<file path="src/rtl/z80_int_ctrl.sv">
// Z80 IM2 interrupt controller: edge-latched sources, I/O mask/status, vector on INTA.
// Latency: irq edge -> nINT low in 4 clk; I/O writes act 2 clk after the strobe is first sampled.
// Flow control: none; the CPU paces everything through its bus strobes, and the controller never stalls the CPU.
//
// Ports: clk/reset (async, active-high); irq[NUM_SRC] rising-edge requests;
//   nM1/nIORQ/nRD/nWR/A/D_in from the Z80 bus; nINT to the CPU; D_out/D_oe drive the data bus
//   for status reads (IO_BASE = pending, IO_BASE+1 = mask) and for the IM2 vector during acknowledge.
// Build option: define Z80_INT_CTRL_ROTATE_EN for round-robin priority (default: lowest index wins).
module z80_int_ctrl #(
  parameter int         NUM_SRC     = 4,
  parameter logic [7:0] VECTOR_BASE = 8'h80,
  parameter logic [7:0] IO_BASE     = 8'h10
) (
  input  logic               clk,
  input  logic               reset,
  input  logic [NUM_SRC-1:0] irq,
  input  logic               nM1,
  input  logic               nIORQ,
  input  logic               nRD,
  input  logic               nWR,
  input  logic [7:0]         A,
  input  logic [7:0]         D_in,
  output logic               nINT,
  output logic [7:0]         D_out,
  output logic               D_oe
);

  localparam int         IW        = (NUM_SRC > 1) ? $clog2(NUM_SRC) : 1;
  localparam logic [7:0] MASK_ADDR = IO_BASE;
  localparam logic [7:0] EOI_ADDR  = IO_BASE + 8'd1;

  typedef enum logic [1:0] {IDLE, REQ, ACK, SERVICE} state_t;

  state_t             state;
  logic [NUM_SRC-1:0] irqMeta, irqSync, irqPrev;
  logic [NUM_SRC-1:0] pending, mask, enabled, irqRise;
  logic [IW-1:0]      winner, pick;
  logic               inService;
  logic               wrStb, wrStbPrev, wrFire;
  logic [7:0]         wrAddr, wrData;
  logic               intAck, ioRd, ioWr, maskWr, eoiWr, goAck;
  logic [7:0]         vector;

  assign intAck  = !nM1 && !nIORQ;
  assign ioRd    = !nIORQ && !nRD && nM1;
  assign ioWr    = !nIORQ && !nWR && nM1;
  assign irqRise = irqSync & ~irqPrev;
  assign enabled = pending & mask;
  assign wrFire  = wrStb && !wrStbPrev;
  assign maskWr  = wrFire && (wrAddr == MASK_ADDR);
  assign eoiWr   = wrFire && (wrAddr == EOI_ADDR);
  // Acknowledge only counts while the latched winner is still enabled.
  assign goAck   = (state == REQ) && mask[winner] && intAck;
  assign vector  = VECTOR_BASE + (8'(winner) << 1);

  // Request synchronizer and edge detector
  always_ff @(posedge clk or posedge reset) begin
    if (reset) begin
      irqMeta <= '0;
      irqSync <= '0;
      irqPrev <= '0;
    end else begin
      irqMeta <= irq;
      irqSync <= irqMeta;
      irqPrev <= irqSync;
    end
  end

  // Write strobe is registered with its address/data so each bus cycle acts exactly once.
  always_ff @(posedge clk or posedge reset) begin
    if (reset) begin
      wrStb     <= 1'b0;
      wrStbPrev <= 1'b0;
      wrAddr    <= 8'h00;
      wrData    <= 8'h00;
    end else begin
      wrStb     <= ioWr;
      wrStbPrev <= wrStb;
      wrAddr    <= A;
      wrData    <= D_in;
    end
  end

  // Clear-then-set ordering keeps an edge that lands on the acknowledge cycle.
  always_ff @(posedge clk or posedge reset) begin
    if (reset) begin
      pending <= '0;
      mask    <= '0;
    end else begin
      pending <= (pending & ~(goAck ? (NUM_SRC'(1) << winner) : '0)) | irqRise;
      if (maskWr) mask <= NUM_SRC'(wrData);
    end
  end

`ifdef Z80_INT_CTRL_ROTATE_EN
  // Resets to the top index so the first search after reset starts at source 0.
  logic [IW-1:0] lastGrant;
  always_ff @(posedge clk or posedge reset) begin
    if (reset)      lastGrant <= IW'(NUM_SRC - 1);
    else if (goAck) lastGrant <= winner;
  end

  always_comb begin
    int  sum;
    logic found;
    pick  = '0;
    found = 1'b0;
    sum   = 0;
    for (int i = 0; i < NUM_SRC; i++) begin
      sum = int'(lastGrant) + 1 + i;
      if (sum >= NUM_SRC) sum = sum - NUM_SRC;
      if (!found && enabled[IW'(sum)]) begin
        pick  = IW'(sum);
        found = 1'b1;
      end
    end
  end
`else
  always_comb begin
    logic found;
    pick  = '0;
    found = 1'b0;
    for (int i = 0; i < NUM_SRC; i++) begin
      if (!found && enabled[i]) begin
        pick  = IW'(i);
        found = 1'b1;
      end
    end
  end
`endif

  always_ff @(posedge clk or posedge reset) begin
    if (reset) begin
      state     <= IDLE;
      nINT      <= 1'b1;
      winner    <= '0;
      inService <= 1'b0;
    end else begin
      case (state)
        IDLE: begin
          if (|enabled) begin
            winner <= pick;
            state  <= REQ;
            nINT   <= 1'b0;
          end
        end
        REQ: begin
          // Masking the winner withdraws the request; its pending bit stays.
          if (!mask[winner]) begin
            state <= IDLE;
            nINT  <= 1'b1;
          end else if (intAck) begin
            state     <= ACK;
            nINT      <= 1'b1;
            inService <= 1'b1;
          end
        end
        ACK: begin
          if (!intAck) state <= SERVICE;
        end
        SERVICE: begin
          if (eoiWr) begin
            state     <= IDLE;
            inService <= 1'b0;
          end
        end
        default: state <= IDLE;
      endcase
    end
  end

  // Bus drive is combinational on the live strobes and forced off during reset.
  always_comb begin
    D_out = 8'h00;
    D_oe  = 1'b0;
    if (!reset) begin
      if (state == ACK && intAck && inService) begin
        D_out = vector;
        D_oe  = 1'b1;
      end else if (ioRd && A == MASK_ADDR) begin
        D_out = 8'(pending);
        D_oe  = 1'b1;
      end else if (ioRd && A == EOI_ADDR) begin
        D_out = 8'(mask);
        D_oe  = 1'b1;
      end
    end
  end

endmodule

</file>
<file path="config.mk">
export PLATFORM = sky130hd
export DESIGN_NAME = z80_int_ctrl
export DESIGN_NICKNAME = d
export VERILOG_FILES = /design/src/rtl/z80_int_ctrl.sv
export SDC_FILE = /design/constraint.sdc
export NUM_CORES = 1
export LEC_CHECK = 0
export ABC_AREA = 1
export BUFFER_PORTS_ARGS = -buffer_cell sky130_fd_sc_hd__buf_4
export CORE_MARGIN = 4
export CORE_UTILIZATION = 52
export CTS_CLUSTER_SIZE = 25
export DETAILED_ROUTE_END_ITERATION = 12
export PLACE_DENSITY = 0.73
export SLEW_MARGIN = 30
export SYNTH_ARGS = -nofsm -noshare
export SYNTH_HDL_FRONTEND = slang
export SYNTH_SLANG_ARGS = --single-unit
</file>
<file path="constraint.sdc">
create_clock -name clk -period 2.4 [get_ports clk]
set_input_delay 0.48 -clock clk [delete_from_list [all_inputs] [get_ports clk]]
set_output_delay 0.48 -clock clk [all_outputs]
set_load 0.1 [all_outputs]
</file>
## Word level (Yosys, flattened, before mapping)

Cells that the tools add are included.

- Add/subtract/negate cells: 1
- $lt $le $gt $ge: 1
- Equality and inequality tests: 13
- Shift-type cells: 1
- Mux-type cells: 30
- Bitwise logic cells: 6
- Reduce and logical (&&, ||, !) cells: 33

Operators by type and width:

| kind | count |
|---|---|
| 8-bit by 5-bit == test with 1-bit output (second input constant) | 4 |
| 1-bit logical AND | 17 |
| 8-bit 2-to-1 mux | 2 |
| 1-bit 2-to-1 mux | 14 |
| 2-bit 2-to-1 mux | 7 |
| 4-bit AND | 3 |
| 4-bit 2-to-1 mux | 3 |
| 8-bit by 3-bit adder with 8-bit output (first input constant) | 1 |
| 1-bit zero test | 8 |
| 2-bit inequality test (second input constant) | 4 |
| 4-bit inverter | 2 |
| 2-bit one-hot mux with 4 select lines | 1 |
| 4-bit AND reduction | 2 |
| 2-bit == test (second input constant) | 2 |
| 4-bit bitwise OR | 1 |
| 1-bit one-hot mux with 2 select lines | 2 |
| 2-bit nonzero test | 2 |
| 4-bit OR reduction | 1 |
| 1-bit by 2-bit left shift with 4-bit output (first input constant) | 1 |
| 2-bit by 3-bit less-than comparator with 1-bit output (second input constant) | 1 |
| 3-bit inequality test (second input constant) | 1 |
| 3-bit AND reduction | 1 |
| 1-bit binary-select mux with 2-bit select | 1 |
| 2-bit by 1-bit == test with 1-bit output (second input constant) | 1 |
| other kinds (3) | 3 |

- Register bits: 40
- Input bits: 26

## Longest topological paths before layout

- Word-level depth: 11
- Mapped depth: 9

## Worst setup path after synthesis

No wires, ideal clock.

- Path kind: input port to output port
- Start: input port reset
- End: output port D_out[0]
- Arrival time: 3061 ps
- Slack: -1141 ps
- Cell stages on the path: 3
- Buffers on the path: 0
- Cell sequence: inv_1 -> nand2_1 -> a21oi_1

- Word-level cells in the longest chain between the ends: 1

RTL lines:

| item | RTL line | text |
|---|---|---|
| from (decl) | 15 | `input logic reset,` |
| 8-bit 2-to-1 mux | 176 | `if (!reset) begin` |
| to (decl) | 24 | `output logic [7:0] D_out,` |

No other way between the ends.

## Worst setup path after layout

- Start: input port A[5]
- End: output port D_out[0]

- Word-level cells in the longest chain between the ends: 6

RTL lines:

| item | RTL line | text |
|---|---|---|
| from (decl) | 21 | `input logic [7:0] A,` |
| 8-bit by 5-bit == test with 1-bit output | 183 | `end else if (ioRd && A == EOI_ADDR) begin` |
| 1-bit logical AND | 183 |  |
| 4-bit 2-to-1 mux | 183 |  |
| 4-bit 2-to-1 mux (*) | 180 | `end else if (ioRd && A == MASK_ADDR) begin` |
| 8-bit 2-to-1 mux (*) | 177 | `if (state == ACK && intAck && inService) begin` |
| 8-bit 2-to-1 mux (*) | 176 |  |

Every way passes the cells marked *; elsewhere a longest branch is shown, timed or not.

==> impl_metrics.tcl <==
set metrics [dict create \
    status "completed" \
    antenna_left 0 \
    drc 0 \
    p_int_uw 1020 \
    cts-root-buf "clkbuf_4" \
    report.final.slew_viol_count 0 \
    std_cell_rows 20 \
    powerDensity_mw_per_mm2 721 \
    wl_met3_um 207 \
    port_buffers 28 \
    dieWidth_um 64.0 \
    cts.repair.resized 0 \
    final_cells 263 \
    htreeDepth 2 \
    critPathLaunchType "input pin" \
    fin_crit_ns 2.23 \
    highest_layer "met4" \
    maxCapViolCount 0 \
    whs_ns 0.0800 \
    p_total_uw 1450 \
    reg2reg_from "winner[0]" \
    first_pass_iters 5 \
    start_util_pct 53.8 \
    final_cell_mix "nand2_1 (41), dfrtp_1 (39), buf_4 (31), inv_1 (25), nand3_1 (19)" \
    route.met2.wl_um 1550 \
    pwr-share-clk_pct 29.2 \
    r2r_end "pending[0]" \
    yosysWarnings 0 \
    grt_pass1_wl_um 5710 \
    synthDistinctLibCells 19 \
    clock_latency_ns 0.34 \
    cp_max_fo 9 \
    cts.sinks 40 \
    fmax_mhz 449 \
    vias 1282 \
    multiInputGateArea_um2 543 \
    layout.nets 244 \
    place_congestion 0.936 \
    final_common_cell "nand2_1" \
    syn_area_per_cell_um2 8.94 \
    fp.coreArea_mm2 0.00303 \
    seqPwrFrac_pct 53.0 \
    grt_max_degree 24 \
    tritoncts "built" \
    fin_util_pct 66.5 \
    nFillCells 240 \
    drt_iter0_markers 63 \
    reg2reg_depth 8 \
    drive_above_1_share_pct 23.3 \
    first_global_vias 1261 \
    postCtsSetupBuffers 0 \
    met1_length_um 1360 \
    cts_hold_buf 0 \
    ios 36 \
    syn_inst 182 \
    worstHoldPathType "in -> async" \
    cts_buffers 5 \
    syn2layout_area_growth_pct 23.8 \
    switching_share_pct 29.8 \
    dp_cells 255 \
    cts_buffer_depth 2 \
    cp-end-kind "output pin" \
    overflow 0 \
    seq_area_mm2 0.00100 \
    dieArea_mm2 0.00409 \
    crit_type "in -> out" \
    finalHoldViolCount 0 \
    arrival_ns 1.75 \
    setup_viol 0 \
    comb_power_share_pct 17.8 \
    min_period_over_period_pct 92.7 \
    ys_ff_latch 40 \
    required_ns 1.92 \
    peakVddDrop_mv 0.413 \
    r2r_setup_slack_ns 0.94 \
    rsz0062_at_grt "no" \
    finalClockSkew_ns 0.00570 \
    path_clk_slew_ns 0.11 \
    grt_use_total_pct 18.6 \
    antenna_found_initial 0 \
    fp.dieH_um 64.0 \
    syn_area_mm2 0.00163 \
    finalWirelength_um 3250 \
    seq_area_frac_synth_pct 61.6 \
    avgRoutedWirePerCell_um 12.4 \
    p_switching_uw 432 \
    routed_via_density 4.87 \
    hpwl_um 2480 \
    antennaDiodeCount 0 \
    p_leak_uw 0.00101 \
]
==> power by group through the flow <==
stage          Clock [µW]  Sequential, µW  Combinational, µW
2_1_floorplan           0             834                132
3_3_place_gp            0             781                251
3_5_place_dp            0             784                258
4_1_cts               438             770                260
5_1_grt               469             778                291
6_report              424             771                258
==> worst max-delay path by stage <==
| stage | endpoint | cells past startpoint | slack, ns | start |
|---|---|---|---|---|
| detailed placement | D_out[0] | 7 | 0.17 | A[5] |
| global placement | D_out[0] | 7 | 0.22 | A[5] |
| finish | D_out[0] | 7 | 0.17 | A[5] |
| CTS | D_out[0] | 6 | 0.16 | state[0] |
| global route | D_out[1] | 6 | 0.03 | state[0] |
| floorplan | D_out[1] | 5 | -0.02 | reset |
==> kinds of logic (layout without fill, tap and decap cells) <==
family / Yosys count / in the layout / synth area share (%)
AND/OR/NAND/NOR: 92 / 92 / 24.7
AO/OA/AOI/OAI: 18 / 18 / 5.61
other: 1 / 3 / 0.230
flip-flops: 40 / 40 / 61.6
buffers and inverters: 31 / 66 / 7.92
==> critical path: stages <==
cell and delay (ns):
buf_4 0.11, nor2_1 0.12, nand3b_1 0.10, nor2_2 0.27, nand3_1 0.18, a21oi_4 0.17, buf_4 0.30
==> area by class of cell <==
| type | count | area share, % |
|---|---|---|
| Sequential cell | 40 | 49.8 |
| Multi-Input combinational cell | 113 | 27.0 |
| Timing Repair Buffer | 31 | 11.6 |
| Inverter | 27 | 5.22 |
| Tap cell | 44 | 2.73 |
| Clock buffer | 6 | 2.05 |
| Clock inverter | 2 | 1.74 |
==> synth_stat cells (all sizes together) <==
| cell | number | area, µm² |
|---|---|---|
| o22ai | 1 | 6.26 |
| nor3b | 1 | 7.51 |
| nand3 | 19 | 95.1 |
| inv | 27 | 101 |
| nor2 | 21 | 88.8 |
| buf | 4 | 27.5 |
| dfstp | 1 | 26.3 |
| nand4 | 5 | 31.3 |
| o21ai | 13 | 65.1 |
| nand2 | 43 | 161 |
| nor3 | 2 | 10.0 |
| dfrtp | 39 | 976 |
| a21oi | 4 | 20.0 |
| conb | 1 | 3.75 |
| nand3b | 1 | 7.51 |
==> stage by stage <==
stage          TNS [ns]  instance area, µm²  worst slack [ns]
5_1_grt               0                2010            0.0303
3_3_place_gp          0                1940             0.223
2_1_floorplan   -0.0387                1680           -0.0193
4_1_cts               0                2010             0.156
6_report              0                2010             0.175
3_5_place_dp          0                1940             0.168
==> sequential cells by signal (all words and copies together), names as in the netlist, named ones only <==
name	count
inService	1
irqMeta	4
irqPrev	4
irqSync	4
mask	4
nINT	1
pending	4
state	1
winner	2
wrAddr	8
wrData	4
wrStb	1
wrStbPrev	1
==> layer usage <==
layer | up-vias | GRT usage, %
met4 | 0 | 10.8
met5 | - | 0
li1 | 642 | -
met1 | 580 | 22.2
met3 | 12 | 5.10
met2 | 48 | 30.1
Power figures use the tool's default switching activity.
